==> config.mk <==
export PLATFORM = sky130hd
export DESIGN_NAME = stack_port_arbiter
export DESIGN_NICKNAME = d
export VERILOG_FILES = /design/src/rtl/stack_port_arbiter.sv
export SDC_FILE = /design/constraint.sdc
export NUM_CORES = 1
export LEC_CHECK = 0
export BUFFER_PORTS_ARGS = -buffer_cell sky130_fd_sc_hd__buf_2
export CAP_MARGIN = 10
export CORE_UTILIZATION = 35
export DETAILED_ROUTE_END_ITERATION = 7
export PLACE_DENSITY = 0.67
export SYNTH_ARGS = -nofsm -noshare
export SYNTH_HDL_FRONTEND = slang
export SYNTH_SLANG_ARGS = --single-unit
==> constraint.sdc <==
create_clock -name clk -period 5 [get_ports clk]
set_clock_uncertainty 0.1 [all_clocks]
set_input_delay 0 -clock clk [delete_from_list [all_inputs] [get_ports clk]]
set_output_delay 0 -clock clk [all_outputs]
set_load 0.01 [all_outputs]
==> src/rtl/stack_port_arbiter.sv <==
// rtl/stack_port_arbiter.sv - round-robin arbiter sharing one LIFO stack among NREQ requesters
// Each op runs ARB -> CMD -> SETTLE so stack flags are re-sampled only after they have settled.
module stack_port_arbiter #(
  parameter int WIDTH = 8,
  parameter int NREQ  = 4
) (
  input  logic                  clk,
  input  logic                  rstn,
  input  logic [NREQ-1:0]       req_push,
  input  logic [NREQ-1:0]       req_pop,
  input  logic [NREQ*WIDTH-1:0] req_data,
  output logic [NREQ-1:0]       grant,
  output logic [NREQ-1:0]       rsp_valid,
  output logic [WIDTH-1:0]      rsp_data,
  output logic                  stk_push,
  output logic                  stk_pop,
  output logic [WIDTH-1:0]      stk_din,
  input  logic [WIDTH-1:0]      stk_dout,
  input  logic                  stk_empty,
  input  logic                  stk_full
);
  localparam int IDW = (NREQ > 1) ? $clog2(NREQ) : 1;

  typedef enum logic [1:0] {ST_ARB, ST_CMD, ST_SETTLE} state_t;

  state_t           state_q, state_d;
  logic [IDW-1:0]   rr_ptr_q, rr_ptr_d;
  logic [IDW-1:0]   id_q, id_d;
  logic             op_pop_q, op_pop_d;
  logic [NREQ-1:0]  grant_q, grant_d;
  logic [NREQ-1:0]  rsp_valid_q, rsp_valid_d;
  logic             stk_push_q, stk_push_d;
  logic             stk_pop_q, stk_pop_d;
  logic [WIDTH-1:0] stk_din_q, stk_din_d;

  logic             found;
  logic [IDW-1:0]   sel;
  logic             sel_pop;
  logic [IDW:0]     scan;
  logic [WIDTH-1:0] sel_data;

  // Scan from rr_ptr; a requester holding push is never considered for pop in the same ARB.
  always_comb begin
    found   = 1'b0;
    sel     = '0;
    sel_pop = 1'b0;
    scan    = '0;
    for (int k = 0; k < NREQ; k++) begin
      scan = {1'b0, rr_ptr_q} + (IDW+1)'(k);
      if (scan >= (IDW+1)'(NREQ)) scan = scan - (IDW+1)'(NREQ);
      if (!found) begin
        if (req_push[scan[IDW-1:0]] && !stk_full) begin
          found   = 1'b1;
          sel     = scan[IDW-1:0];
          sel_pop = 1'b0;
        end else if (!req_push[scan[IDW-1:0]] && req_pop[scan[IDW-1:0]] && !stk_empty) begin
          found   = 1'b1;
          sel     = scan[IDW-1:0];
          sel_pop = 1'b1;
        end
      end
    end
  end

  always_comb begin
    sel_data = '0;
    for (int i = 0; i < NREQ; i++) begin
      if (sel == IDW'(i)) sel_data = req_data[i*WIDTH +: WIDTH];
    end
  end

  always_comb begin
    state_d     = state_q;
    rr_ptr_d    = rr_ptr_q;
    id_d        = id_q;
    op_pop_d    = op_pop_q;
    stk_din_d   = stk_din_q;
    grant_d     = '0;
    rsp_valid_d = '0;
    stk_push_d  = 1'b0;
    stk_pop_d   = 1'b0;
    case (state_q)
      ST_ARB: begin
        if (found) begin
          state_d    = ST_CMD;
          id_d       = sel;
          op_pop_d   = sel_pop;
          stk_din_d  = sel_data;
          grant_d    = NREQ'(1) << sel;
          stk_push_d = !sel_pop;
          stk_pop_d  = sel_pop;
        end
      end
      ST_CMD: begin
        rr_ptr_d = (id_q == IDW'(NREQ-1)) ? '0 : id_q + IDW'(1);
        if (op_pop_q) rsp_valid_d = NREQ'(1) << id_q;
        state_d = ST_SETTLE;
      end
      ST_SETTLE: state_d = ST_ARB;
      default:   state_d = ST_ARB;
    endcase
  end

  always_ff @(posedge clk) begin
    if (!rstn) begin
      state_q     <= ST_ARB;
      rr_ptr_q    <= '0;
      id_q        <= '0;
      op_pop_q    <= 1'b0;
      grant_q     <= '0;
      rsp_valid_q <= '0;
      stk_push_q  <= 1'b0;
      stk_pop_q   <= 1'b0;
      stk_din_q   <= '0;
    end else begin
      state_q     <= state_d;
      rr_ptr_q    <= rr_ptr_d;
      id_q        <= id_d;
      op_pop_q    <= op_pop_d;
      grant_q     <= grant_d;
      rsp_valid_q <= rsp_valid_d;
      stk_push_q  <= stk_push_d;
      stk_pop_q   <= stk_pop_d;
      stk_din_q   <= stk_din_d;
    end
  end

  assign grant     = grant_q;
  assign rsp_valid = rsp_valid_q;
  assign stk_push  = stk_push_q;
  assign stk_pop   = stk_pop_q;
  assign stk_din   = stk_din_q;
  // Stack dout is already registered; it is valid in SETTLE, exactly when rsp_valid is up.
  assign rsp_data  = (|rsp_valid_q) ? stk_dout : '0;

endmodule
Word level (Yosys, flattened, before mapping)

Cells that the tools add are included.

Add/subtract/negate cells: 8
$lt $le $gt $ge: 8
Equality and inequality tests: 6
Shift-type cells: 2
Muxes and demuxes: 60
Reduce and logical (&&, ||, !) cells: 25

Operators by type and width:

| kind                                                                                | count |
|---|---|
| 8-bit two-way mux                                                                   | 5 |
| 2-bit two-way mux                                                                   | 17 |
| 1-bit two-way mux                                                                   | 29 |
| 1-bit binary-select mux with 2-bit select                                           | 8 |
| 1-bit logical AND                                                                   | 12 |
| 2-bit by 3-bit < comparator with 1-bit output, second input constant                | 4 |
| 3-bit greater-or-equal comparator, second input constant                            | 3 |
| 1-bit by 2-bit left shift with 4-bit output, first input constant                   | 2 |
| 2-bit by 1-bit subtractor with 2-bit output, second input constant                  | 4 |
| 1-bit logical NOT                                                                   | 7 |
| 2-bit by 2-bit adder with 3-bit output, second input constant                       | 2 |
| 2-bit == test, second input constant                                                | 3 |
| 3-bit AND reduction                                                                 | 2 |
| 2-bit by 1-bit == test with 1-bit output, second input constant                     | 2 |
| 2-bit logical NOT                                                                   | 2 |
| 2-bit one-hot mux with 2 select lines                                               | 1 |
| 4-bit OR reduction                                                                  | 1 |
| 2-bit by 1-bit adder with 3-bit output, second input constant                       | 1 |
| 2-bit by 3-bit greater-or-equal comparator with 1-bit output, second input constant | 1 |
| 2-bit by 1-bit adder with 2-bit output, second input constant                       | 1 |
| 2-bit inequality test, second input constant                                        | 1 |
| 2-bit AND reduction                                                                 | 1 |

Flip-flop bits (word level): 25
Output and inout bits: 26
Word-level logic and storage cells: 118

Longest topological paths before layout

Word-level depth: 23
Gate-level depth with buffers: 11

Least setup slack after synthesis

Ideal clock, no wire load.

Path kind: flip-flop to flip-flop
From: register rr_ptr_q[0]
To: register stk_din_q[5], in the netlist stk_din[5]
Arrival: 2.362 ns
Slack: 2.415 ns
Cell stages (with the launch flop): 10
Path buffers: 3
Cells stage by stage: dfxtp_1 > buf_6 > mux4_2 > or3b_1 > and3_1 > buf_6 > a21o_4 > buf_12 > a211oi_2 > o31ai_2

Longest elaborated chain between the ends: 23
Elaborated cells on any way between the ends: 78

Ends and longest elaborated chain:

| element                                                                         | RTL line | source |
|---|---|---|
| from (decl)                                                                     | 27       | `logic [IDW-1:0] rr_ptr_q, rr_ptr_d;` |
| from (signal assigned)                                                          | 117      | `rr_ptr_q <= rr_ptr_d;` |
| branches (longest 23 deep; another with 2-bit by 1-bit adder with 3-bit output) | n/a      |  |
| to (signal assigned)                                                            | 124      | `stk_din_q <= stk_din_d;` |
| to (decl)                                                                       | 34       | `logic [WIDTH-1:0] stk_din_q, stk_din_d;` |

Parallel ways; which one is timed is not known. The select of a mux whose other input is x is not followed.
A chain may end at the register's enable or synchronous reset.

Worst setup path after layout

Same ends and word-level chain as after synthesis.

==> reports/metrics.cfg <==
[detailed_routing]
wl_per_cell_um=12.9
wl_met2_um=2180
firstDrtPassIters=4
top_layer=met4
met3WireLength_um=153
remaining_drc_errors=0
drt-initial-drc-count=70
wl_um=4520
vias=1823
routed_via_density=5.22
drtAntennaViolNets=0
m1WireLength_um=2120

[synthesis]
syn_nets=257
yosys_warnings=0
synth.distinct_cells=53
netlist_instances=204
seq_area_frac_synth_pct=26.8
ys.flop_type=dfxtp_1
synth-edff-count=0
synthArstFlopShare_pct=0
synth_seq_cells=25
syn-cell-area_um2=1860
avgSynthCellArea_um2=9.14

[hold_path]
hold_class=in -> reg
hold_path_startpoint=req_data[16]
hold_depth=3
hold_end=stk_din[0]$_SDFFE_PN0P_

[die]
rows=26
die_w_um=75.0
ios=78
die_height_um=75.0
die_area_um2=5620
coreArea_um2=5110
initial_core_util_pct=36.5

[place]
hpwl_um=3440
portBuffers=77
placed_area_um2=2240
gp_congestion=0.826

[cts]
clock_sinks=25
cts_buffers=3
clock_path_buffers=2
cts_setup_buffers=0
clk_latency_ps=260
path_clk_slew_ps=80
cts_root_buf=clkbuf_8
cts_tree=done
htreeDepth=1

[cells_and_area]
multiInputGateArea_um2=1220
nFillCells=495
seqCellArea_um2=500
final_util_pct=46.0
final_nets=333
fin_area_um2=2350
area_delta_synth_final_pct=25.9
drive_gt1_share_pct=39.8
n_antenna_cell=0

[power_and_ir_drop]
power.internal_uw=496
clkPwrFrac_pct=13.3
cellLeakagePower_nw=0.996
power_frac_comb_pct=53.0
power_uw=851
p_switching_uw=355
p_sw_share_pct=41.7
p_per_area_nw_per_um2=363
peakVddDrop_uv=134
seq_power_share_pct=33.7

[setup_path]
critPathKind=reg -> reg
reg2reg_slack_ps=1550
path_cells=mux4_1, nor2b_4, or3_4, o41ai_2, nor2_1, o21ai_0, o31ai_2
r2r_end=stk_din[5]$_SDFFE_PN0P_
critPathRequiredTime_ps=5040
cp_data_arrival_time_ps=3490
critical_path.startpoint_type=flip-flop
rr_worst_depth=7
endpoint_kind=flip-flop
r2r_start=rr_ptr_q[0]$_SDFFE_PN0N_
cp_slowest_cell=dfxtp_1
cp_max_fo=20
critical-path-max-stage-delay_ps=860

[sta]
max_freq_mhz=290
finalHoldViolations=0
finalCritPeriodShare_pct=69.0
fin_setup_tns_ps=0
min_period_ps=3450
tightest_slew_ps=1050
maxSlewViolCount=0
maxSlewHeadroom_pct=29.4
rsz0062_at_grt=false
setup_violations=0

[grt]
grt_max_degree=21
grt_pass1_wl_um=6950
grtUsageTotal_pct=15.7
antenna_found_initial=0
grt_pass1_vias=1554
grt_overflow_total=0

[job]
maxCapViolCount=0

[run_status]
status=finished, final reports clean

power groups by stage:
| stage | sequential, mW | clock (mW) | combinational [mW] |
|---|---|---|---|
| final | 0.286 | 0.113 | 0.451 |
| after global routing | 0.296 | 0.125 | 0.497 |
| after CTS | 0.286 | 0.117 | 0.450 |
| after detailed placement | 0.291 | 0 | 0.446 |
| after global placement | 0.291 | 0 | 0.440 |
| after floorplan | 0.287 | 0 | 0.370 |
repair_timing:
item / CTS / global route
hold buffers: 6 / 0
hold endpoints to repair: 8 / 0
resized for setup: 0 / 0
per-stage QoR:
step	hold slack, ps	worst slack, ps	instances
global route	13.4	1310	349
finish	7.88	1550	349
CTS	4.06	1580	349
global placement	178	1630	339
floorplan	37.1	2420	204
detailed placement	189	1600	339
cell usage after synthesis (2+ instances only):
| library cell | n | area share (%) |
|---|---|---|
| o211ai_1 | 2 | 0.81 |
| mux4_2 | 6 | 7.2 |
| a21oi_1 | 7 | 1.9 |
| a211oi_1 | 11 | 4.4 |
| and2_1 | 2 | 0.67 |
| nor3b_1 | 4 | 1.6 |
| buf_6 | 2 | 1.2 |
| buf_4 | 4 | 1.6 |
| nand2_1 | 15 | 3.0 |
| a31oi_1 | 3 | 1.0 |
| nor2_1 | 11 | 2.2 |
| clkbuf_1 | 2 | 0.40 |
| a211oi_2 | 8 | 5.4 |
| dfxtp_1 | 25 | 27 |
| mux2i_1 | 3 | 1.6 |
| nor3_1 | 13 | 3.5 |
| o2111ai_1 | 2 | 0.94 |
| nor2b_1 | 13 | 4.4 |
| buf_2 | 3 | 0.81 |
| nand2b_1 | 4 | 1.3 |
| nor4_1 | 3 | 1.0 |
| a21o_1 | 2 | 0.81 |
| o21ai_0 | 9 | 2.4 |
| inv_1 | 12 | 2.4 |
| o31ai_2 | 7 | 4.7 |
| nand3b_1 | 2 | 0.81 |
| or3b_1 | 3 | 1.4 |
how the worst max path moves through the flow:
stage	slack (ps)	to	start
floorplan	2420	stk_din[5]$_SDFFE_PN0P_	rr_ptr_q[0]$_SDFFE_PN0N_
global placement	1630	stk_din[5]$_SDFFE_PN0P_	rr_ptr_q[0]$_SDFFE_PN0N_
detailed placement	1600	stk_din[3]$_SDFFE_PN0P_	rr_ptr_q[0]$_SDFFE_PN0N_
CTS	1580	stk_din[5]$_SDFFE_PN0P_	rr_ptr_q[0]$_SDFFE_PN0N_
global route	1310	stk_din[4]$_SDFFE_PN0P_	rr_ptr_q[0]$_SDFFE_PN0N_
finish	1550	stk_din[5]$_SDFFE_PN0P_	rr_ptr_q[0]$_SDFFE_PN0N_
sequential cells by signal, summed over array words and instances, names as in the netlist:
| signal | count |
|---|---|
| op_pop_q | 1 |
| stk_pop | 1 |
| stk_push | 1 |
| rr_ptr_q | 2 |
| stk_din | 8 |
| state_q | 2 |
| grant | 4 |
| rsp_valid | 4 |
| id_q | 2 |
layout by cell type, fill, tap and decap left out, drive strengths merged, types with 3 or more instances in the layout:
| cell | Yosys | final |
|---|---|---|
| a211oi | 19 | 19 |
| a21o | 3 | 3 |
| a21oi | 9 | 9 |
| a31oi | 4 | 4 |
| and2 | 3 | 3 |
| buf | 10 | 77 |
| clkbuf | 2 | 4 |
| dfxtp | 25 | 25 |
| dlygate4sd3 | 0 | 6 |
| inv | 12 | 12 |
| mux2i | 3 | 3 |
| mux4 | 7 | 7 |
| nand2 | 15 | 15 |
| nand2b | 4 | 4 |
| nor2 | 11 | 11 |
| nor2b | 14 | 14 |
| nor3 | 13 | 13 |
| nor3b | 4 | 4 |
| nor4 | 3 | 3 |
| o21ai | 9 | 9 |
| o31ai | 8 | 8 |
| or3b | 4 | 4 |
cell families (layout without fill, tap and decap cells):
group,Yosys count,in the layout,share of synthesized area [%]
adder cells (fa/ha/maj),1,1,0.671
AO/OA/AOI/OAI,65,65,30.6
AND/OR/NAND/NOR,78,78,23.9
flip-flops,25,25,26.8
buffers and inverters,25,100,7.72
multiplexers,10,10,10.3
routing by layer:
layer	vias to the layer above	global-route usage (%)
li1	920	-
met4	0	5.03
met5	-	0
met2	59	26.6
met1	838	21.4
met3	6	0.937
cell type report:
cell class | instances | share of cell area (%)
Timing Repair Buffer | 83 | 19.0
Inverter | 13 | 2.08
Sequential cell | 25 | 21.3
Multi-Input combinational cell | 154 | 52.0
Clock buffer | 4 | 1.92
Tap cell | 70 | 3.73
critical path: cells and delay by family, from the launching register on:
kind / cells / cell delay (ps)
compound gates: 3 / 830
mux: 1 / 670
flops: 1 / 860
simple gates: 3 / 880
(Power assumes the default switching activity.)
